[src/rtl/teclado_pkg.sv]
// Shared constants and FSM state type for the note index encoder/decoder pair.
package teclado_pkg;

    localparam int NOTES_PER_OCTAVE = 13;
    localparam int NUM_OCTAVES      = 5;
    localparam int MAX_NOTE         = NUM_OCTAVES * NOTES_PER_OCTAVE;
    localparam int IDX_W            = 8;
    localparam int OCT_W            = 3;
    localparam int NOTE_W           = 4;

    typedef enum logic [1:0] {
        IDLE   = 2'd0,
        DIVIDE = 2'd1,
        DONE   = 2'd2
    } state_t;

endpackage

[src/rtl/note_octave_lut.sv]
// Single-step decode of a linear note index into octave/note via a compare ladder.
// Out-of-range indices (0 or above MAX_NOTE) give err=1 with zero octave/note.
module note_octave_lut
    import teclado_pkg::*;
(
    input  logic [IDX_W-1:0]  idx,
    output logic [OCT_W-1:0]  oct,
    output logic [NOTE_W-1:0] note,
    output logic              err
);

    logic [IDX_W-1:0] base;

    always_comb begin
        oct  = '0;
        note = '0;
        err  = 1'b1;
        base = '0;
        if (idx != '0 && idx <= IDX_W'(MAX_NOTE)) begin
            err = 1'b0;
            // Walk downward so the lowest octave whose ceiling covers idx wins.
            for (int k = NUM_OCTAVES; k >= 1; k--) begin
                if (idx <= IDX_W'(k * NOTES_PER_OCTAVE))
                    oct = OCT_W'(k);
            end
            base = IDX_W'((int'(oct) - 1) * NOTES_PER_OCTAVE);
            note = NOTE_W'(idx - base);
        end
    end

endmodule

[src/rtl/note_to_teclado.sv]
// Decodes a linear note index (1..65) into octave/note with valid/ready on both sides.
// Build option NOTE_TO_TECLADO_FASTPATH_EN replaces the subtract-by-13 loop with a LUT.
module note_to_teclado
    import teclado_pkg::*;
(
    input  logic              clk,
    input  logic              rst_n,
    input  logic              in_valid,
    output logic              in_ready,
    input  logic [IDX_W-1:0]  nota_final,
    output logic              out_valid,
    input  logic              out_ready,
    output logic [OCT_W-1:0]  nro_octava,
    output logic [NOTE_W-1:0] nota_entrada,
    output logic              nota_error
);

    state_t            state, state_nx;
    logic [IDX_W-1:0]  rem, rem_nx;
    logic [OCT_W-1:0]  oct_o_nx;
    logic [NOTE_W-1:0] note_nx;
    logic              err_nx, ov_nx;

`ifdef NOTE_TO_TECLADO_FASTPATH_EN
    logic [OCT_W-1:0]  lut_oct;
    logic [NOTE_W-1:0] lut_note;
    logic              lut_err;

    note_octave_lut u_lut (
        .idx  (rem),
        .oct  (lut_oct),
        .note (lut_note),
        .err  (lut_err)
    );
`else
    logic [OCT_W-1:0]  oct, oct_nx;
`endif

    // in_ready follows reset release combinationally so it rises the moment rst_n does.
    assign in_ready = rst_n && (state == IDLE);

    always_ff @(posedge clk or negedge rst_n) begin
        if (!rst_n) state <= IDLE;
        else        state <= state_nx;
    end

    always_comb begin
        state_nx = state;
        rem_nx   = rem;
        oct_o_nx = nro_octava;
        note_nx  = nota_entrada;
        err_nx   = nota_error;
        ov_nx    = out_valid;
`ifndef NOTE_TO_TECLADO_FASTPATH_EN
        oct_nx   = oct;
`endif
        case (state)
            IDLE: begin
                if (in_valid) begin
                    rem_nx = nota_final;
`ifdef NOTE_TO_TECLADO_FASTPATH_EN
                    state_nx = DONE;
`else
                    if (nota_final == '0 || nota_final > IDX_W'(MAX_NOTE)) begin
                        state_nx = DONE;
                    end else begin
                        oct_nx   = OCT_W'(1);
                        state_nx = DIVIDE;
                    end
`endif
                end
            end
`ifndef NOTE_TO_TECLADO_FASTPATH_EN
            DIVIDE: begin
                if (rem > IDX_W'(NOTES_PER_OCTAVE)) begin
                    rem_nx = rem - IDX_W'(NOTES_PER_OCTAVE);
                    oct_nx = oct + OCT_W'(1);
                end else begin
                    oct_o_nx = oct;
                    note_nx  = NOTE_W'(rem);
                    err_nx   = 1'b0;
                    ov_nx    = 1'b1;
                    state_nx = DONE;
                end
            end
`endif
            DONE: begin
                // Entering DONE without out_valid means the result is resolved on this edge.
                if (!out_valid) begin
`ifdef NOTE_TO_TECLADO_FASTPATH_EN
                    oct_o_nx = lut_oct;
                    note_nx  = lut_note;
                    err_nx   = lut_err;
`else
                    oct_o_nx = '0;
                    note_nx  = '0;
                    err_nx   = 1'b1;
`endif
                    ov_nx = 1'b1;
                end else if (out_ready) begin
                    ov_nx    = 1'b0;
                    state_nx = IDLE;
                end
            end
            default: state_nx = IDLE;
        endcase
    end

    always_ff @(posedge clk or negedge rst_n) begin
        if (!rst_n) begin
            rem          <= '0;
            nro_octava   <= '0;
            nota_entrada <= '0;
            nota_error   <= 1'b0;
            out_valid    <= 1'b0;
`ifndef NOTE_TO_TECLADO_FASTPATH_EN
            oct          <= '0;
`endif
        end else begin
            rem          <= rem_nx;
            nro_octava   <= oct_o_nx;
            nota_entrada <= note_nx;
            nota_error   <= err_nx;
            out_valid    <= ov_nx;
`ifndef NOTE_TO_TECLADO_FASTPATH_EN
            oct          <= oct_nx;
`endif
        end
    end

endmodule

[config.mk]
export PLATFORM = sky130hd
export DESIGN_NAME = note_to_teclado
export DESIGN_NICKNAME = d
export VERILOG_FILES = /design/src/rtl/teclado_pkg.sv /design/src/rtl/note_octave_lut.sv /design/src/rtl/note_to_teclado.sv
export SDC_FILE = /design/constraint.sdc
export NUM_CORES = 1
export LEC_CHECK = 0
export CORE_ASPECT_RATIO = 0.75
export CORE_MARGIN = 2
export CORE_UTILIZATION = 50
export CTS_BUF_LIST = sky130_fd_sc_hd__clkbuf_4 sky130_fd_sc_hd__clkbuf_8
export DETAILED_ROUTE_END_ITERATION = 6
export PLACE_DENSITY = 0.77
export SLEW_MARGIN = 20
export SYNTH_ARGS = -nofsm -noshare
export SYNTH_HDL_FRONTEND = slang
export SYNTH_HIERARCHICAL = 1
export SYNTH_SLANG_ARGS = --single-unit
[constraint.sdc]
create_clock -name clk -period 2.5 [get_ports clk]
set_input_delay 0.25 -clock clk [delete_from_list [all_inputs] [get_ports clk]]
set_output_delay 0.25 -clock clk [all_outputs]
set_load 0.1 [all_outputs]
; Word-level counts from Yosys, hierarchy flattened
; Cells that the tools add are included.
[classes]
n_addsub = 2
order_cmp = 2
n_eq_ne = 9
n_mux = 26
n_reduce_logical = 11
[op_table]
columns = op, count
row1 = 2-to-1 mux 8 bit, 2
row2 = one-hot mux 8 bit (2 select lines), 1
row3 = 2-to-1 mux 3 bit, 5
row4 = inequality test 2 bit (second input constant), 7
row5 = one-hot mux 3 bit (2 select lines), 2
row6 = 2-to-1 mux 2 bit, 5
row7 = greater-than comparator 8 x 4 -> 1 bit (second input constant), 1
row8 = greater-than comparator 8 x 7 -> 1 bit (second input constant), 1
row9 = logical NOT 8 bit, 1
row10 = 2-to-1 mux 4 bit, 2
row11 = one-hot mux 4 bit (2 select lines), 1
row12 = AND reduction 4 bit, 2
row13 = subtractor 8 x 4 -> 8 bit (second input constant), 1
row14 = one-hot mux 2 bit (3 select lines), 1
row15 = AND reduction 3 bit, 2
row16 = 2-to-1 mux 1 bit, 5
row17 = one-hot mux 1 bit (2 select lines), 2
row18 = nonzero test 2 bit, 2
row19 = adder 3 x 1 -> 3 bit (second input constant), 1
row20 = == test 2 x 1 -> 1 bit (second input constant), 1
row21 = == test 2 bit (second input constant), 1
row22 = logical NOT 2 bit, 1
row23 = AND reduction 2 bit, 1
row24 = logical AND 1 bit, 1
row25 = logical OR 1 bit, 1
[word_totals]
reg_bits = 22
output_inout_bits = 10
elab_cells = 57

; Longest topological paths before layout
; Gate-level depths: netlist of run 1.
[logic_depth]
word_depth = 5
depth_mapped = 8
ltp_nobuf = 6

; Worst setup path before layout of run 1
; No wires, ideal clock.
[synth_timing]
path_kind = reg2out
startpoint = register state[1]
endpoint = output port in_ready
arrival_time_ns = 2.683
t_required_ns = 2.250
setup_slack_ns = -0.433
stages_incl_launch_ff = 2
path_buffers = 0
cell_sequence = dfrtp_1 nor3b_1
[synth_via]
elab_chain_len = 2
[synth_rtl]
columns = element, line
row1 = "start, declared", note_to_teclado.sv:18  ; state_t state, state_nx;
row2 = "start signal, assigned", note_to_teclado.sv:44  ; else state <= state_nx;
row3 = logical NOT 2 bit, note_to_teclado.sv:40  ; assign in_ready = rst_n && (state == IDLE);
row4 = logical AND 1 bit, note_to_teclado.sv:40
row5 = "end, declared", note_to_teclado.sv:9  ; output logic in_ready,
; Every way passes these cells.

; Worst setup path in the final report of run 1
[layout_timing]
startpoint = register rem[0]
endpoint = register oct[2]
[layout_via]
elab_chain_len = 3
[layout_rtl]
columns = element, line
row1 = "start, declared", note_to_teclado.sv:19  ; logic [IDX_W-1:0] rem, rem_nx;
row2 = "start signal, assigned", note_to_teclado.sv:120  ; rem <= rem_nx;
row3 = greater-than comparator 8 x 4 -> 1 bit, note_to_teclado.sv:75  ; if (rem > IDX_W'(NOTES_PER_OCTAVE)) begin
row4 = inequality test 2 bit (no source line), -
row5 = AND reduction 4 bit (no source line), -
row6 = "end signal, assigned", note_to_teclado.sv:126  ; oct <= oct_nx;
row7 = "end, declared", note_to_teclado.sv:36  ; logic [OCT_W-1:0] oct, oct_nx;
; Every way passes these cells.
; A chain may end at the register's enable or synchronous reset.

==> results of run 1 <==
[critical path, stage by stage, from the launching register on]
cell and delay, ns:
dfrtp_1 0.42, inv_1 0.08, ha_1 0.24, nand4bb_4 0.23, a311oi_4 0.30, buf_4 0.23, o21ai_2 0.10, a211o_1 0.30
[final cells by class]
class,instances,area [sq um]
clock inverters,1,30.03
fillers,198,812.0
clock buffers,3,22.52
multi-input cells,92,615.6
inverters,4,15.01
flip-flops and latches,22,550.5
repair buffers,24,220.2
well taps,34,42.54
[sequential cells by signal, summed over array words and instances, names as in the netlist]
name,flops
oct,3
nota_error,1
nro_octava,3
state,2
nota_entrada,4
rem,8
out_valid,1
[metal layers]
layer | routed length, microns | vias up | GRT usage
met4 | 20 | 0 | 0.04348
met2 | 1204 | 27 | 0.3319
met1 | 1239 | 491 | 0.2668
met3 | 106 | 4 | 0.05234
li1 | - | 497 | -
met5 | 0 | - | 0
[path summary, 6_finish.rpt]
kind                       cells after the start               to  slack (ns)
hold reg to reg                                2    nro_octava[2]        0.53
min in group clk                               2    nro_octava[2]        0.53
setup reg to reg                               7           oct[2]        0.50
hold / removal                                 2       nota_error        0.32
setup / recovery                               7           oct[2]        0.50
max in group asynchronous                      2  nota_entrada[0]        1.95
[per-stage QoR]
stage	utilization	cells	total power, mW
floorplan	-	125	1.521
global placement	0.6255	176	1.741
detailed placement	0.6255	176	1.771
CTS	0.6482	180	2.048
global route	0.6482	180	2.163
finish	0.6482	180	2.043
[kinds of logic after synthesis]
group                      synth area share
AOI/OAI and AO/OA                    0.2475
adders and majority gates           0.03068
buffers and inverters               0.05111
DFF                                  0.4499
muxes                              0.008180
and+or+nand+nor                      0.2127
[Yosys cell counts (all sizes together)]
master / number
a211o: 3
a211oi: 1
a21oi: 10
a22oi: 2
a311o: 1
a311oi: 1
a32o: 1
and3: 1
and3b: 1
buf: 5
clkbuf: 2
dfrtp: 22
ha: 3
inv: 4
mux2i: 1
nand2: 20
nand2b: 3
nand3b: 1
nand4bb: 1
nor2: 4
nor2b: 2
nor3: 4
nor3b: 2
nor4: 1
nor4b: 2
o211a: 1
o211ai: 1
o21ai: 20
o2bb2ai: 3
o32ai: 1
or2: 1
[power groups by stage]
stage	registers, mW	clock network [mW]	logic [mW]
floorplan	0.967	0	0.554
global placement	0.676	0	1.07
detailed placement	0.687	0	1.08
CTS	0.678	0.282	1.09
global route	0.702	0.297	1.16
finish	0.681	0.275	1.09
==> impl_metrics.toml, run 1 <==
[status]
status = "complete, no violations"

[cts]
post_cts_buffers = 0
htree_levels = 1
clkLatencyLatePin_ns = 0.31
postCtsResizedCells = 0
postCtsHoldBufs = 0
cts_max_path_buffers = 2
cts_tree = "built"
root_buffer = "clkbuf_4"
clock-sinks = 22
numCtsBuffers = 3
clk_pin_slew_worst_paths_ns = 0.13

[route]
wire_per_inst_microns = 14.27
ant_nets = 0
drt-pass1-iter-count = 4
avgViaCountPerCell = 5.661
routed_wl_microns = 2569
num_vias = 1019
drt-initial-drc-count = 52
post-route-drc-count = 0

[cells_and_area]
nets = 162
final_common_cell = "dfrtp_1"
area_growth_pct = 22.29
final_cell_mix = "dfrtp_1, nand2_1, o21ai_0, buf_4, clkdlybuf4s50_1"
post-route-cell-area_sq_mm = 0.001496
num_antenna_cells = 0
drive_above_1_share = 0.1849

[power]
switching_share = 0.5003
cellPowerDensity_mw_per_mm2 = 1365
power.switching_mw = 1.022
seqPwrFrac = 0.333
p_leak_nw = 0.6361
p_int_mw = 1.021
ir_drop_mv = 0.5893
combPwrFrac = 0.532
p_clk_frac = 0.134

[die]
initial_core_util = 0.5301
dieArea_sq_mm = 0.002863
rows = 15
die_w_microns = 61.13
die_h_microns = 46.84
pin_count = 22
core-area_sq_mm = 0.002308

[timing]
fin_setup_tns_ns = 0
maxSlewHeadroom = 0.7467
setup_viol = 0
timing.fmax_ghz = 0.5003
hold-worst-slack_ns = 0.3159
layout_min_cycle_time_ns = 1.999
rsz0062_at_grt = "no"
fin_skew_ns = 0.005655
tightest_slew_ns = 0.3799
hold_violations = 0
maxSlewViolCount = 0
finalCritPeriodShare = 0.7996
layout_setup_ws_ns = 0.5011

[global_route]
grt_util_all_layers = 0.2000
overflow = 0
grt_pass1_wl_microns = 4112
antenna_found_initial = 0
grt_max_degree = 23
grt_pass1_vias = 902

[logic_synthesis]
synth-seq-cells = 22
synthesis.nets = 140
netlist_area_sq_mm = 0.001224
yosysSeqAreaShare = 0.4499
yosys.area.top_type = "dfrtp_1"
synthTopCellsByArea = "dfrtp_1, o21ai_0, nand2_1"
syn_avg_cell_area_sq_um = 9.789
synth_top_area_frac = 0.4499
synth_cells = 125
synth-warning-count = 6
post_synth_num_cell_types = 37

[placement]
place_area_sq_mm = 0.001444
place_ws_ns = 0.5240
dp_hpwl_microns = 1888
finalWeightedCongestion = 0.8971
portBuffers = 21

[setup_path]
r2r-start = "rem[0]"
cp-start-kind = "register"
crit_start = "rem[0]"
cp_max_fo = 15
arrival_ns = 2.21
crit_type = "reg2reg"
required_ns = 2.72
cp-end-kind = "register"

[worst_hold_path]
hp-class = "in2async"

[run]
drv_cap = 0
No activity file was read; power rests on OpenSTA's default activity.
==> run 2: changes to the inputs <==
clock period = 1.86 ns   (was 2.5 ns; I/O delays follow)
==> run 2 against run 1 <==
Against the previous run:
- worst hold slack got worse by 0.026 ns
- global-route usage increased by 1.7 points
- first-iteration DRC count decreased by 21%
- final area increased by 3.7%
- fmax increased by 9.6%
- clock power decreased by 6%
- highest routed layer unchanged
- die area unchanged
- combinational power increased by 50%
- final cell count increased by 3.3%
- sequential power increased by 35%
- flip-flop and latch count unchanged
- largest cell class unchanged
- critical path depth decreased by 1
==> impl_metrics.toml, run 2 (synthesized netlist as in run 1, its figures left out) <==
[route]
drt-pass1-iter-count = 4
avgViaCountPerCell = 5.720
ant_nets = 0
num_vias = 1064
post-route-drc-count = 0
wire_per_inst_microns = 14.63
routed_wl_microns = 2721
drt-initial-drc-count = 41

[timing]
fin_skew_ns = 0.003980
setup_viol = 0
hold-worst-slack_ns = 0.2901
fin_setup_tns_ns = 0
timing.fmax_ghz = 0.5483
layout_min_cycle_time_ns = 1.824
layout_setup_ws_ns = 0.03623
maxSlewHeadroom = 0.7557
rsz0062_at_grt = "yes"
maxSlewViolCount = 0
hold_violations = 0
tightest_slew_ns = 0.3637
finalCritPeriodShare = 0.9805

[global_route]
grt_max_degree = 23
antenna_found_initial = 0
overflow = 0
grt_pass1_wl_microns = 4464
grt_pass1_vias = 1003
grt_util_all_layers = 0.2172

[cts]
numCtsBuffers = 3
clock-sinks = 22
clk_pin_slew_worst_paths_ns = 0.12
cts_max_path_buffers = 2
clkLatencyLatePin_ns = 0.30
htree_levels = 1
root_buffer = "clkbuf_4"
cts_tree = "built"

[placement]
place_ws_ns = 0.03352
dp_hpwl_microns = 2033
portBuffers = 21
placed_cells = 180
finalWeightedCongestion = 0.8714

[die]
dieArea_sq_mm = 0.002863
pin_count = 22
core-area_sq_mm = 0.002308
rows = 15
initial_core_util = 0.5301
die_h_microns = 46.84
die_w_microns = 61.13

[worst_hold_path]
hp-class = "in2async"

[cells_and_area]
largest_register_ffs = 8
largest_register = "rem"
fill_cells = 195
final_cell_mix = "dfrtp_1, nand2_1, o21ai_0, buf_4, clkdlybuf4s50_1"
final_common_cell = "dfrtp_1"
area_growth_pct = 26.79
num_antenna_cells = 0
finalNonFillerCells = 186
nets = 168
drive_above_1_share = 0.2368
largestRegisters = "rem x8, nota_entrada x4"

[power]
ir_drop_mv = 0.8850
p_leak_nw = 0.6610
cellPowerDensity_mw_per_mm2 = 1807
total_power_mw = 2.803

[setup_path]
arrival_ns = 2.02
cp-start-kind = "register"
crit_type = "reg2reg"
required_ns = 2.06
cp-end-kind = "register"
cp_max_fo = 4

[run]
drv_cap = 0

[status]
status = "complete, no violations"
run 2: changes by cell type in the layout (fill, tap and decap cells not counted), sizes merged:
| cell | before | now |
|---|---|---|
| bufinv | 1 | 0 |
| clkbuf | 3 | 4 |
| buf | 13 | 19 |
run 2: timing repair:
action	4_1_cts	5_1_grt
setup endpoints to repair	1	7
setup buffers	0	2
hold buffers	0	0
pin swaps	2	5
resized for setup	0	7
run 2: worst paths after layout:
check / from / endpoint / slack (ns) / cells after the start
setup / recovery: rem[0] / oct[2] / 0.04 / 6
hold reg to reg: oct[1] / nro_octava[1] / 0.54 / 2
min in group clk: in_valid / state[1] / 0.51 / 2
hold / removal: rst_n / nota_entrada[3] / 0.29 / 2
setup reg to reg: rem[0] / oct[2] / 0.04 / 6
max in group asynchronous: rst_n / nota_error / 1.36 / 2
run 2: stage by stage:
| stage | utilization | instance area, sq um |
|---|---|---|
| finish | 0.6721 | 1551 |
| global route | 0.6721 | 1551 |
| CTS | 0.6569 | 1516 |
| detailed placement | 0.6412 | 1480 |
| global placement | 0.6412 | 1480 |
| floorplan | - | 1235 |
run 2: where the power goes:
part	switching, mW	internal [mW]	leakage (nW)	total [mW]
clock	0.139	0.119	0.0210	0.259
combinational	1.03	0.596	0.366	1.63
sequential	0.253	0.665	0.274	0.918
run 2: routing by layer:
| layer | wire length [microns] | share of wire | vias up | global-route usage |
|---|---|---|---|---|
| met5 | 0 | 0 | - | 0 |
| met4 | 15 | 0.0055 | 0 | 0.06522 |
| met3 | 150 | 0.055 | 2 | 0.06061 |
| met2 | 1304 | 0.48 | 31 | 0.3489 |
| met1 | 1251 | 0.46 | 521 | 0.2904 |
| li1 | - | - | 510 | - |
run 2: final cells by class:
| type | count | area [sq um] | share of cell area |
|---|---|---|---|
| flip-flops and latches | 22 | 550.5 | 0.3548 |
| clock buffers | 4 | 36.28 | 0.02339 |
| inverters | 4 | 15.01 | 0.009677 |
| well taps | 34 | 42.54 | 0.02742 |
| repair buffers | 30 | 272.8 | 0.1758 |
| multi-input cells | 92 | 634.4 | 0.4089 |
run 2: critical path: stages, from the launching register on:
cell and delay (ns):
dfrtp_1 0.40, inv_2 0.07, ha_4 0.16, nand4bb_4 0.24, a311oi_4 0.41, o21ai_2 0.15
a211o_1 0.28
==> run 3: changes to the inputs <==
==> constraint.sdc (replaced) <==
create_clock -name clk -period 1.86 [get_ports clk]
set_input_delay 0.186 -clock clk [delete_from_list [all_inputs] [get_ports clk]]
set_output_delay 0.186 -clock clk [all_outputs]
set_load 0.01 [all_outputs]
==> run 3 against run 2 <==
Against the previous run:
- clock-buffer cell count is 1 lower
- sequential share of layout area increased by 0.54 points
- clock power rose by 42%
- final cell count decreased by 1.6%
- setup slack gained 0.079 ns
- register-to-register slack improved by 0.08 ns
- non-clock buffer count decreased by 3
- critical path depth unchanged
- worst hold slack got worse by 0.027 ns
==> impl_metrics.toml, run 3 (synthesized netlist as in run 1, its figures left out) <==
[status]
status = "complete, no violations"

[die]
rows = 15
pin_count = 22
dieArea_sq_mm = 0.002863
core-area_sq_mm = 0.002308
initial_core_util = 0.5301
die_w_microns = 61.13
die_h_microns = 46.84

[cells_and_area]
num_antenna_cells = 0
fin_util = 0.6650
largest_register = "rem"
drive_above_1_share = 0.1409
fill_cells = 205
nets = 165
largestRegisters = "rem x8, nota_entrada x4"
largest_register_ffs = 8
area_growth_pct = 25.46
final_cell_mix = "nand2_1, clkdlybuf4s50_1, dfrtp_1, o21ai_0, a21oi_1"

[run]
drv_cap = 0

[setup_path]
cp_max_fo = 5
required_ns = 2.12
arrival_ns = 2.01
crit_type = "reg2reg"
r2r-start = "rem[0]"
crit_start = "rem[0]"
cp-end-kind = "register"
cp-start-kind = "register"

[cts]
htree_levels = 1
post_cts_buffers = 0
root_buffer = "clkbuf_4"
clkLatencyLatePin_ns = 0.31
numCtsBuffers = 3
cts_tree = "built"
cts_max_path_buffers = 2
clk_pin_slew_worst_paths_ns = 0.13
clock-sinks = 22

[global_route]
antenna_found_initial = 0
grt_pass1_wl_microns = 3864
grt_max_degree = 23
grt_util_all_layers = 0.1868
overflow = 0
grt_pass1_vias = 884

[worst_hold_path]
hp-class = "in2async"

[timing]
hold_violations = 0
maxSlewHeadroom = 0.7097
finalCritPeriodShare = 0.9378
layout_min_cycle_time_ns = 1.744
fin_skew_ns = 0.004693
timing.fmax_ghz = 0.5733
rsz0062_at_grt = "no"
setup_viol = 0
fin_setup_tns_ns = 0
tightest_slew_ns = 0.4328
maxSlewViolCount = 0

[route]
routed_wl_microns = 2518
ant_nets = 0
avgViaCountPerCell = 5.552
post-route-drc-count = 0
drt-pass1-iter-count = 4
num_vias = 1016
wire_per_inst_microns = 13.76
drt-initial-drc-count = 32

[power]
ir_drop_mv = 0.8049
p_clk_frac = 0.159
p_leak_nw = 0.6412
cellPowerDensity_mw_per_mm2 = 1508
combPwrFrac = 0.452
p_int_mw = 1.422
total_power_mw = 2.315
seqPwrFrac = 0.389
switching_share = 0.3856
power.switching_mw = 0.8926

[placement]
portBuffers = 21
dp_hpwl_microns = 1880
finalWeightedCongestion = 0.8245
==> run 3: repair_timing <==
| item | 4_1_cts | 5_1_grt |
|---|---|---|
| endpoints found under the setup margin | 0 | 7 |
| hold buffers | 0 | 0 |
| resized for setup | 0 | 4 |
| endpoints found under the hold margin | 0 | 0 |
==> run 3: power groups by stage <==
stage               combinational (mW)  clock (mW)  sequential, mW
finish                            1.05       0.368           0.900
global route                      1.16       0.397           0.933
CTS                               1.05       0.379           0.894
detailed placement                1.04           0           0.904
global placement                  1.02           0           0.896
floorplan                        0.691           0           0.894
==> run 3: final timing paths <==
| kind | end | slack [ns] | depth (start not counted) |
|---|---|---|---|
| min in group clk | state[1] | 0.50 | 2 |
| hold / removal | oct[2] | 0.26 | 2 |
| max in group asynchronous | state[0] | 1.36 | 2 |
| setup reg to reg | oct[2] | 0.12 | 6 |
| setup / recovery | oct[2] | 0.12 | 6 |
| hold reg to reg | nro_octava[1] | 0.53 | 2 |
==> run 3: area by class of cell <==
type,instances,area (sq um),share of cell area
multi-input combinational,92,610.6,0.3977
sequential,22,553.0,0.3602
timing repair buffer,27,261.5,0.1703
tap,34,42.54,0.02771
clock inverter,1,30.03,0.01956
clock buffer,3,22.52,0.01467
inverter,4,15.01,0.009780
==> run 3: per-stage QoR <==
stage          std cells  area [sq um]  setup slack, ns  hold WS [ns]
2_1_floorplan        125          1224          0.05494       -0.1096
3_3_place_gp         179          1474           0.1191        0.4986
3_5_place_dp         179          1474          0.06031        0.5086
4_1_cts              183          1526          0.03303        0.2745
5_1_grt              183          1535         0.003269        0.2736
6_report             183          1535           0.1157        0.2630
==> run 3: metal layers <==
layer  routed length (microns)  global-route usage
met1                      1221              0.2487
met2                      1169              0.3106
met3                       111             0.04959
met4                        14             0.03913
met5                         0                   0
==> run 3: worst max-delay path: stages (launching register included) <==
cell and delay (ns):
dfrtp_1 0.39, inv_1 0.07, ha_1 0.23, nand4bb_4 0.23
a311o_2 0.40, nor4b_2 0.26, a211o_1 0.13
